[config.mk]
export PLATFORM = sky130hd
export DESIGN_NAME = dmem_arbiter
export DESIGN_NICKNAME = d
export VERILOG_FILES = /design/src/rtl/mips_pkg.sv /design/src/rtl/sat_counter.sv /design/src/rtl/dmem_arbiter.sv
export SDC_FILE = /design/constraint.sdc
export NUM_CORES = 1
export LEC_CHECK = 0
export BUFFER_PORTS_ARGS = -buffer_cell sky130_fd_sc_hd__buf_2
export CAP_MARGIN = 0
export CORE_MARGIN = 4
export CORE_UTILIZATION = 40
export DETAILED_ROUTE_END_ITERATION = 16
export PLACE_DENSITY = 0.72
export SYNTH_ARGS = -nofsm -noshare
export SYNTH_HDL_FRONTEND = slang
export SYNTH_SLANG_ARGS = --single-unit
[constraint.sdc]
create_clock -name clk -period 6.35 [get_ports clk]
set_input_delay 0.3175 -clock clk [delete_from_list [all_inputs] [get_ports clk]]
set_output_delay 0.3175 -clock clk [all_outputs]
set_load 0.01 [all_outputs]
[src/rtl/mips_pkg.sv]
// mips_pkg: arbiter FSM states, access owner and legal data-memory latency range
package mips_pkg;
  typedef enum logic [1:0] {IDLE, ISSUE, WAIT, DONE} arb_state_t;
  typedef enum logic {PIPE, DMA} owner_t;
  localparam int MEM_LAT_MIN = 1;
  localparam int MEM_LAT_MAX = 4;
endpackage

[src/rtl/sat_counter.sv]
// sat_counter: up-counter saturating at MAX; clr wins over inc; ports clk, rst (async, active-high), clr, inc, count
module sat_counter #(
  parameter int MAX = 4,
  parameter int W = $clog2(MAX + 1)
) (
  input  logic         clk,
  input  logic         rst,
  input  logic         clr,
  input  logic         inc,
  output logic [W-1:0] count
);
  always_ff @(posedge clk or posedge rst)
    if (rst) count <= '0;
    else count <= clr ? '0 : (inc && count != W'(MAX)) ? count + 1'b1 : count;
endmodule

[src/rtl/dmem_arbiter.sv]
// dmem_arbiter: shares one data-memory port between pipeline (priority) and DMA (anti-starvation); pipe_*/dma_* request sides, mem_* memory side
module dmem_arbiter
  import mips_pkg::*;
#(
  parameter int MEM_LAT = 2,
  parameter int STARVE_MAX = 4
) (
  input  logic        clk,
  input  logic        rst,
  input  logic        pipe_read,
  input  logic        pipe_write,
  input  logic [31:0] pipe_addr,
  input  logic [31:0] pipe_wdata,
  output logic        pipe_stall,
  output logic [31:0] pipe_rdata,
  output logic        pipe_rvalid,
  input  logic        dma_req,
  input  logic        dma_we,
  input  logic [31:0] dma_addr,
  input  logic [31:0] dma_wdata,
  output logic        dma_gnt,
  output logic        dma_done,
  output logic [31:0] dma_rdata,
  output logic        mem_en,
  output logic        mem_we,
  output logic [31:0] mem_addr,
  output logic [31:0] mem_wdata,
  input  logic [31:0] mem_rdata
);
  localparam int LAT = MEM_LAT < MEM_LAT_MIN ? MEM_LAT_MIN : MEM_LAT > MEM_LAT_MAX ? MEM_LAT_MAX : MEM_LAT;
  localparam int CW = $clog2(STARVE_MAX + 1);
  arb_state_t state;
  owner_t owner;
  logic we_q;
  logic [1:0] wcnt;
  logic [31:0] rdata_q;
  logic [CW-1:0] starve;
  logic pipe_req, dma_win, grant, sel_we;
  logic [31:0] sel_addr, sel_wdata;
  logic unused_addr_lsbs;
  assign pipe_req = pipe_read | pipe_write;
  assign dma_win = dma_req & (~pipe_req | (starve == CW'(STARVE_MAX)));
  assign grant = (state == IDLE) && (pipe_req || dma_req);
  assign sel_we = dma_win ? dma_we : pipe_write;
  assign sel_addr = dma_win ? dma_addr : pipe_addr;
  assign sel_wdata = dma_win ? dma_wdata : pipe_wdata;
  assign unused_addr_lsbs = ^sel_addr[1:0];
  assign pipe_stall = ~rst & pipe_req & ~(state == DONE && owner == PIPE);
  assign pipe_rdata = rdata_q;
  assign dma_rdata = rdata_q;
  sat_counter #(.MAX(STARVE_MAX), .W(CW)) u_starve (
    .clk  (clk),
    .rst  (rst),
    .clr  (~dma_req | (grant & dma_win)),
    .inc  (grant & ~dma_win & dma_req),
    .count(starve)
  );
  always_ff @(posedge clk or posedge rst)
    if (rst) begin
      state <= IDLE;
      owner <= PIPE;
      we_q <= 1'b0;
      wcnt <= '0;
      rdata_q <= '0;
      mem_en <= 1'b0;
      mem_we <= 1'b0;
      mem_addr <= '0;
      mem_wdata <= '0;
      dma_gnt <= 1'b0;
      pipe_rvalid <= 1'b0;
      dma_done <= 1'b0;
    end else
      case (state)
        IDLE:
          if (grant) begin
            state <= ISSUE;
            owner <= dma_win ? DMA : PIPE;
            we_q <= sel_we;
            mem_en <= 1'b1;
            mem_we <= sel_we;
            mem_addr <= {2'b00, sel_addr[31:2]};
            mem_wdata <= sel_wdata;
            dma_gnt <= dma_win;
          end
        ISSUE: begin
          mem_en <= 1'b0;
          mem_we <= 1'b0;
          dma_gnt <= 1'b0;
          wcnt <= '0;
          state <= we_q ? DONE : WAIT;
          pipe_rvalid <= we_q && owner == PIPE;
          dma_done <= we_q && owner == DMA;
        end
        WAIT:
          if (wcnt == 2'(LAT - 1)) begin
            rdata_q <= mem_rdata;
            state <= DONE;
            pipe_rvalid <= owner == PIPE;
            dma_done <= owner == DMA;
          end else wcnt <= wcnt + 1'b1;
        DONE: begin
          pipe_rvalid <= 1'b0;
          dma_done <= 1'b0;
          state <= IDLE;
        end
        default: state <= IDLE;
      endcase
endmodule

# Word-level counts from Yosys, hierarchy flattened
# Cells that the tools add are included.
# word_totals
wordCells,78
output_inout_bits,134
regBits,108
input_bits,166
# classes
add_sub_neg,2
n_reduce_logical,17
eq_ne,9
n_bitwise,15
n_mux,22
# op_table
operator,count
$mux W32,2
$reduce_and A2 Y1,6
$mux W1,8
$pmux W2 S4,1
$and A1 B1 Y1,6
$mux W2,3
$mux W3,2
$ne A2 B2 Y1 const B,3
$not A1 Y1,6
$pmux W1 S2,3
$pmux W1 S3,2
$reduce_bool A2 Y1,3
$logic_and A1 B1 Y1,5
$eq A2 B1 Y1 const B,2
$eq A2 B2 Y1 const B,2
$pmux W2 S2,1
$add A3 B1 Y3 const B,1
$eq A3 B3 Y1 const B,1
$ne A3 B3 Y1 const B,1
$or A1 B1 Y1,3
$reduce_bool A3 Y1,1
$add A2 B1 Y2 const B,1
$logic_not A2 Y1,1
$logic_or A1 B1 Y1,1

# Depth between registers and ports, before layout
# Gate-level depths: netlist (run 1).
# depth
word_depth,10
depth_mapped,7
depth_no_buf,5

# Modules after synthesis
# A second synthesis (run 1) with hierarchy kept.
# unflattened
cells_unflattened,398
hier_area_um2,4839.6
# by_module_without_submodules
module,cells_each,n_inst,area_each_um2,seq_area_each_um2
dmem_arbiter,380,1,4636.9,2627.5
sat_counter,18,1,202.7,75.1

# Worst setup path after synthesis (run 1)
# OpenSTA, ideal clock, no wires.
# synth_timing
kind,reg-to-reg
from,register u_starve.count[0]
to,register mem_addr[0]
required_ns,6.224
path_slack_ns,4.677
t_arrival_ns,1.547
synth_period_minus_slack_ns,1.673
stages_incl_launch_ff,8
n_path_buf,2
setup_time_ns,0.126
cell_sequence,dfrtp_1 -> inv_1 -> ha_1 -> o2bb2ai_2 -> and3_1 -> buf_6 -> buf_8 -> a221o_1
# synth_between
elab_chain_len,4
# synth_rtl
element,line_no,rtl
"start, declared",sat_counter.sv:10,output logic [W-1:0] count
"start signal, assigned",sat_counter.sv:14,else count <= clr ? '0 : (inc && count != W'(MAX)) ? count + 1'b1 : count;
$eq A3 B3 Y1,dmem_arbiter.sv:42,assign dma_win = dma_req & (~pipe_req | (starve == CW'(STARVE_MAX)));
$or A1 B1 Y1,dmem_arbiter.sv:42,
$and A1 B1 Y1,dmem_arbiter.sv:42,
$mux W32,dmem_arbiter.sv:45,assign sel_addr = dma_win ? dma_addr : pipe_addr;
"end signal, assigned",dmem_arbiter.sv:81,"mem_addr <= {2'b00, sel_addr[31:2]};"
"end, declared",dmem_arbiter.sv:26,"output logic [31:0] mem_addr,"
# No other way between the ends.
# A chain may end at the register's enable or synchronous reset.

# Final worst setup path (run 1)
# layout_timing
from,register state[0]
to,register mem_wdata[29]
# layout_between
elab_chain_len,3
# layout_rtl
element,line_no,rtl
"start, declared",dmem_arbiter.sv:32,arb_state_t state;
"start signal, assigned",dmem_arbiter.sv:90,state <= we_q ? DONE : WAIT;
$logic_not A2 Y1 (*),"dmem_arbiter.sv:43, dmem_arbiter.sv:73",
$logic_and A1 B1 Y1,dmem_arbiter.sv:43,assign grant = (state == IDLE) && (pipe_req || dma_req);
$reduce_and A2 Y1 (no line) (*),--,
"end signal, assigned",dmem_arbiter.sv:82,mem_wdata <= sel_wdata;
"end, declared",dmem_arbiter.sv:27,"output logic [31:0] mem_wdata,"
# Every way passes the cells marked *; elsewhere a longest branch is shown, timed or not.

==> impl_metrics.ini, run 1 <==
[yosys]
synth-seq-cells = 108
ys.flop_type = dfrtp_1
synth_area_per_cell_um2 = 12.7
seq_area_frac_synth_pct = 53.7
synth_edf_count = 0
netlist_instances = 396
ys_warn_count = 0
async_flop_share_pct = 100
syn_area_um2 = 5030
synthDistinctLibCells = 43

[die]
initial_core_util_pct = 41.3
num_rows = 40
die_h_um = 120
fp.dieW_um = 120
pin_count = 300
die-area_um2 = 14400
core_area_um2 = 12200

[routing]
wl_um = 14300
drc = 0
drt_iter0_drc = 248
firstDrtPassIters = 4
vias = 4110
viasPerCell = 5.02
ant_nets = 0
wl_per_cell_um = 17.4

[finish]
seq_area_um2 = 2700
final_nets = 819
layoutNonFillerInstCount = 818
diodes = 0
drive_gt1_share_pct = 54.3
fillers = 1060
multi_input_area_um2 = 1860
area_growth_pct = 31.3

[sta]
drv_slew = 0
worst_pin_slew_ps = 1200
fmax_mhz = 368
finalClockSkew_ps = 9.97
fin_crit_sh_pct = 42.8
setup_violations = 0
fin_setup_tns_ps = 0
hold_viol = 0
relSlewSlack_pct = 19.8
rsz0062_at_grt = false
finalCriticalPeriod_ps = 2720

[clock_network]
cts_buffers = 9
worstSkewPairLatency_ps = 340
cts_tree = yes
cts.clk_slew.worst_paths_ps = 70
cts_setup_buffers = 0
cts-hold-fix-buffers = 0
cts_sinks = 108
root_buffer = clkbuf_16
cts_resized = 0
cts_buffer_depth = 2
h-tree-depth = 3

[global_route]
grt_pass1_vias = 4189
track_usage_pct = 19.0
grt_pass1_wl_um = 21900
grt-ovfl-total = 0
antenna_found_initial = 0
grt_max_degree = 64

[pwr]
power.density_nw_per_um2 = 504
p_leak_uw = 0.00340
power_switching_uw = 1240
seq_power_share_pct = 36.8
internal_power_uw = 2090
ir_worst_vdd_uv = 176
p_sw_share_pct = 37.3
power.share.combinational_pct = 47.2
clkPwrFrac_pct = 16.1

[worst_setup_path]
slowest_stage = and3_2
rr_endpoint = mem_wdata[29]$_DFFE_PP0P_
critPathKind = reg2reg
startpoint_type = flip-flop
crit_path_max_fanout = 63
rrSetupSlack_ps = 3630
worst_path_largest_cell_delay_ps = 1140
end_kind = flip-flop
cp_data_required_time_ps = 6610
worstReg2RegStart = state[0]$_DFFE_PP0P_
arrival_ps = 2980
reg2regPathDepth = 4
crit_chain = inv_1, ha_1, and3_2, a221o_1

[run_status]
status = finished clean

[placement]
place_congestion = 0.794
place_hpwl_um = 10800
portBuffers = 293
place_inst = 802

[min_path]
hold_path.class = in2async

[job]
max_cap_viol_count = 0
## cell usage after synthesis, types with 3 or more instances
| cell type | n | share of area, % |
|---|---|---|
| ha_1 | 8 | 2.0 |
| mux2_2 | 32 | 7.2 |
| clkbuf_1 | 12 | 0.90 |
| o22ai_1 | 3 | 0.37 |
| and2_1 | 63 | 7.8 |
| a221o_1 | 59 | 12 |
| nor3b_1 | 3 | 0.45 |
| buf_4 | 34 | 5.1 |
| buf_1 | 3 | 0.22 |
| buf_8 | 6 | 1.8 |
| a221o_2 | 3 | 0.67 |
| nand2_1 | 4 | 0.30 |
| nor2_1 | 4 | 0.30 |
| buf_2 | 4 | 0.40 |
| dfrtp_1 | 108 | 54 |
| o21ai_0 | 4 | 0.40 |
| inv_1 | 10 | 0.75 |
## metrics by stage
stage	setup WS, ps	total power (µW)	hold WS (ps)	area [µm²]	util (%)
floorplan	3190	2290	462	5030	-
global placement	3800	2750	487	6310	51.9
detailed placement	3620	2820	490	6310	51.9
CTS	3600	3370	125	6600	54.3
global route	3350	3560	156	6600	54.3
finish	3630	3330	101	6600	54.3
## state kept, by name (all words and copies together) (netlist names)
register,count
dma_done,1
u_starve.count,3
mem_en,1
mem_wdata,32
we_q,1
owner,1
state,2
pipe_rvalid,1
mem_we,1
wcnt,2
dma_rdata,32
dma_gnt,1
mem_addr,30
## routing by layer
metal  part of all wire (%)  GRT usage, %  up-vias
met1                     40          23.2     1973
met5                      0             0        -
li1                       -             -     1910
met4                    1.7          5.94        0
met2                     50          33.1      206
met3                    8.7          4.62       21
## how the worst max path moves through the flow
| stage | startpoint | slack, ps | end | cells past startpoint |
|---|---|---|---|---|
| finish | state[0]$_DFFE_PP0P_ | 3630 | mem_wdata[29]$_DFFE_PP0P_ | 4 |
| global placement | state[0]$_DFFE_PP0P_ | 3800 | mem_wdata[29]$_DFFE_PP0P_ | 4 |
| floorplan | rst | 3190 | dma_done$_DFFE_PP0P_ | 1 |
| CTS | state[0]$_DFFE_PP0P_ | 3600 | mem_wdata[29]$_DFFE_PP0P_ | 4 |
| global route | state[0]$_DFFE_PP0P_ | 3350 | mem_wdata[29]$_DFFE_PP0P_ | 4 |
| detailed placement | state[0]$_DFFE_PP0P_ | 3620 | mem_wdata[29]$_DFFE_PP0P_ | 4 |
## final cells by class
class	instances	area share, %
Sequential cell	108	40.9
Multi-Input combinational cell	219	28.2
Timing Repair Buffer	297	22.7
Clock buffer	12	3.89
Tap cell	168	3.18
Inverter	10	0.607
Clock inverter	4	0.512
## critical path, delay by kind of cell (launching register included)
family          cells  cell delay, ps
fa+ha+maj           1             600
compound gates      1             320
flops               1             400
simple gates        1            1140
buf+inv             1             160
## kinds of logic after synthesis
logic type               after synthesis  synth area share, %
XOR/XNOR                               1                0.174
AND/OR/NAND/NOR                       84                 10.1
flip-flops                           108                 53.7
multiplexers                          35                 7.79
AO/OA/AOI/OAI                         89                 16.8
buffers and inverters                 70                 9.36
adder cells (fa/ha/maj)                8                 1.99
other                                  1               0.0746
## cell usage in the layout, fill, tap and decap left out, drive strengths merged, types with 3 or more instances in the layout
cell	count
o2bb2ai	3
a221o	62
nand2	4
inv	10
nor2	4
clkinv	3
o22ai	3
nor3b	3
mux2	33
buf	297
and2	63
ha	8
o21ai	4
clkbuf	12
dfrtp	108
## power by group through the flow
stage | logic (µW) | registers [µW] | clock network, µW
final | 1570 | 1220 | 535
after global routing | 1710 | 1270 | 580
after CTS | 1590 | 1220 | 555
after detailed placement | 1590 | 1220 | 0
after global placement | 1540 | 1210 | 0
after floorplan | 935 | 1350 | 0
(Power assumes the default switching activity.)
==> inputs of run 2 (changes only) <==
ABC_AREA = 1   (was not set)
PLACE_DENSITY = 0.71   (was 0.72)
clock period = 2.8 ns   (was 6.35 ns; I/O delays follow)
==> run 2 against run 1 <==
  * Worst setup slack got worse by 2700 ps
  * Register-to-register slack got worse by 2700 ps
  * Cell count increased by 29%
  * Critical path type unchanged
  * Largest cell class unchanged
==> impl_metrics.ini, run 2 <==
[routing]
drt_iter0_drc = 277
viasPerCell = 5.07
vias = 5352
wl_per_cell_um = 16.1
firstDrtPassIters = 4
drc = 0
ant_nets = 0
wl_um = 17000

[yosys]
synth_edf_count = 0
ys.flop_type = dfrtp_1
syn_area_um2 = 5260
yosys.area_share.simple_pct = 33.7
synth.area.top_cells = dfrtp_1, nand2_1, nand3_1
synth_xor_area_share_pct = 0.167
synth.area.mux_share_pct = 0
synthDistinctLibCells = 25
yosysTopAreaCell = dfrtp_1
ys_warn_count = 0
synthTopCellsByCount = nand2_1, nand3_1, dfrtp_1
async_flop_share_pct = 100
synth_area_per_cell_um2 = 8.50
synth_fa_ha_area_share_pct = 1.90
synth_most_common_cell = nand2_1
netlist_instances = 618
synth_top_family_by_area = simple AND/OR/NAND/NOR gates
synth_top_area_share_pct = 51.4
seq_area_frac_synth_pct = 51.4
synth-seq-cells = 108
synth_compound_area_share_pct = 1.90

[finish]
final_nets = 1052
finish.instance_area_um2 = 7190
layoutNonFillerInstCount = 1056
drive_gt1_share_pct = 36.9
layout_common_cells = buf_2, nand2_1, nand3_1, dfrtp_1, nand4_1
area_growth_pct = 36.7
final_common_cell = buf_2

[sta]
setup_violations = 0
rsz0062_at_grt = false
finalClockSkew_ps = 6.22
fin_crit_sh_pct = 67.6
hold_viol = 0
worst_pin_slew_ps = 1010
fmax_mhz = 529
drv_slew = 0
relSlewSlack_pct = 32.8
setup_ws_ps = 908
finalCriticalPeriod_ps = 1890
fin_setup_tns_ps = 0

[die]
num_rows = 41
die_h_um = 123
fp.dieW_um = 123
initial_core_util_pct = 41.3
die-area_um2 = 15000
core_area_um2 = 12700
pin_count = 300

[worst_setup_path]
arrival_ps = 2170
end_kind = flip-flop
critPathKind = reg2reg
rr_endpoint = state[1]$_DFFE_PP0P_
crit_path_max_fanout = 67
worstReg2RegStart = state[0]$_DFFE_PP0P_
startpoint_type = flip-flop
rrSetupSlack_ps = 910
reg2regPathDepth = 7
cp_data_required_time_ps = 3070

[clock_network]
cts_tree = yes
cts_buffer_depth = 2
root_buffer = clkbuf_16
cts_sinks = 108
cts_buffers = 9
cts_setup_buffers = 0
cts.clk_slew.worst_paths_ps = 70
h-tree-depth = 3
worstSkewPairLatency_ps = 340

[min_path]
whs_endpoint = dma_rdata[2]$_DFFE_PP0P_
hold_path.class = in2reg
min_from = mem_rdata[2]
min_delay_path_depth = 3

[global_route]
grt_max_degree = 69
track_usage_pct = 22.0
grt_pass1_wl_um = 26200
grt-ovfl-total = 0
grt_pass1_vias = 5145
antenna_found_initial = 1

[placement]
place_inst = 1012
place_congestion = 0.777
portBuffers = 293
dp_slack_ps = 934
place_area_um2 = 6570
place_hpwl_um = 11500

[pwr]
p_leak_uw = 0.00393
power.density_nw_per_um2 = 1080
ir_worst_vdd_uv = 580

[job]
max_cap_viol_count = 0

[run_status]
status = finished clean
-- run 2: changes by cell type after synthesis, moves of 10 or more --
cell / previous run / this run
and2_1: 63 / 0
nand4_1: 0 / 65
nand2_1: 4 / 176
nand3_1: 2 / 132
a221o_1: 59 / 0
clkbuf_1: 12 / 22
mux2_2: 32 / 0
-- run 2: worst max-delay path by stage --
stage / startpoint / endpoint / slack (ps) / depth (start not counted)
6_report: state[0]$_DFFE_PP0P_ / state[1]$_DFFE_PP0P_ / 910 / 7
5_1_grt: state[0]$_DFFE_PP0P_ / state[1]$_DFFE_PP0P_ / 740 / 7
3_5_place_dp: state[1]$_DFFE_PP0P_ / state[1]$_DFFE_PP0P_ / 930 / 7
2_1_floorplan: state[0]$_DFFE_PP0P_ / mem_addr[10]$_DFFE_PP0P_ / 1300 / 7
3_3_place_gp: state[0]$_DFFE_PP0P_ / state[1]$_DFFE_PP0P_ / 950 / 7
4_1_cts: state[0]$_DFFE_PP0P_ / dma_gnt$_DFFE_PP0P_ / 910 / 6
-- run 2: final cells by class --
| cell class | instances | area (µm²) |
|---|---|---|
| antenna | 1 | 2.50 |
| clock buffer | 9 | 225 |
| clock inverter | 7 | 114 |
| fill | 1187 | 5540 |
| inverter | 19 | 75.1 |
| multi-input combinational | 410 | 1990 |
| sequential | 108 | 2700 |
| tap | 172 | 215 |
| timing repair buffer | 330 | 1860 |
-- run 2: through the flow --
stage,total power [µW],hold slack (ps),util [%]
2_1_floorplan,5190,250,-
3_3_place_gp,6310,335,51.7
3_5_place_dp,6360,338,51.7
4_1_cts,7860,2.92,56.5
5_1_grt,8420,4.18,56.5
6_report,7790,17.2,56.5
-- run 2: kinds of logic (layout without fill, tap and decap cells) --
group	Yosys count	in the layout
xor+xnor	1	1
flops	108	108
simple gates	383	383
buf+inv	101	365
other cells	1	3
compound gates	16	16
fa+ha+maj	8	8
-- run 2: per-layer routing --
| layer | global-route usage (%) | routed length, µm |
|---|---|---|
| met5 | 0 | 0 |
| met4 | 8.96 | 437 |
| met3 | 5.67 | 1450 |
| met2 | 36.9 | 8350 |
| met1 | 27.1 | 6790 |
-- run 2: timing repair --
item | in CTS | in global routing
hold endpoints to repair | 27 | 0
hold buffers | 27 | 0
gates resized for setup | 0 | 0
endpoints found under the setup margin | 0 | 0
-- run 2: worst max-delay path: stages (launching register included) --
cell and delay [ps]:
dfrtp_1 440, inv_1 130, ha_2 200, buf_4 590, nand3_1 150, nand2_1 150, nor2_1 50, a21oi_1 100
-- run 2: power by group --
part	internal (µW)	leakage, µW	total [µW]	switching (µW)
combinational	1390	0.00242	3560	2170
clock	873	0.000170	1440	570
sequential	2320	0.00134	2790	469
total	4590	0.00393	7790	3210
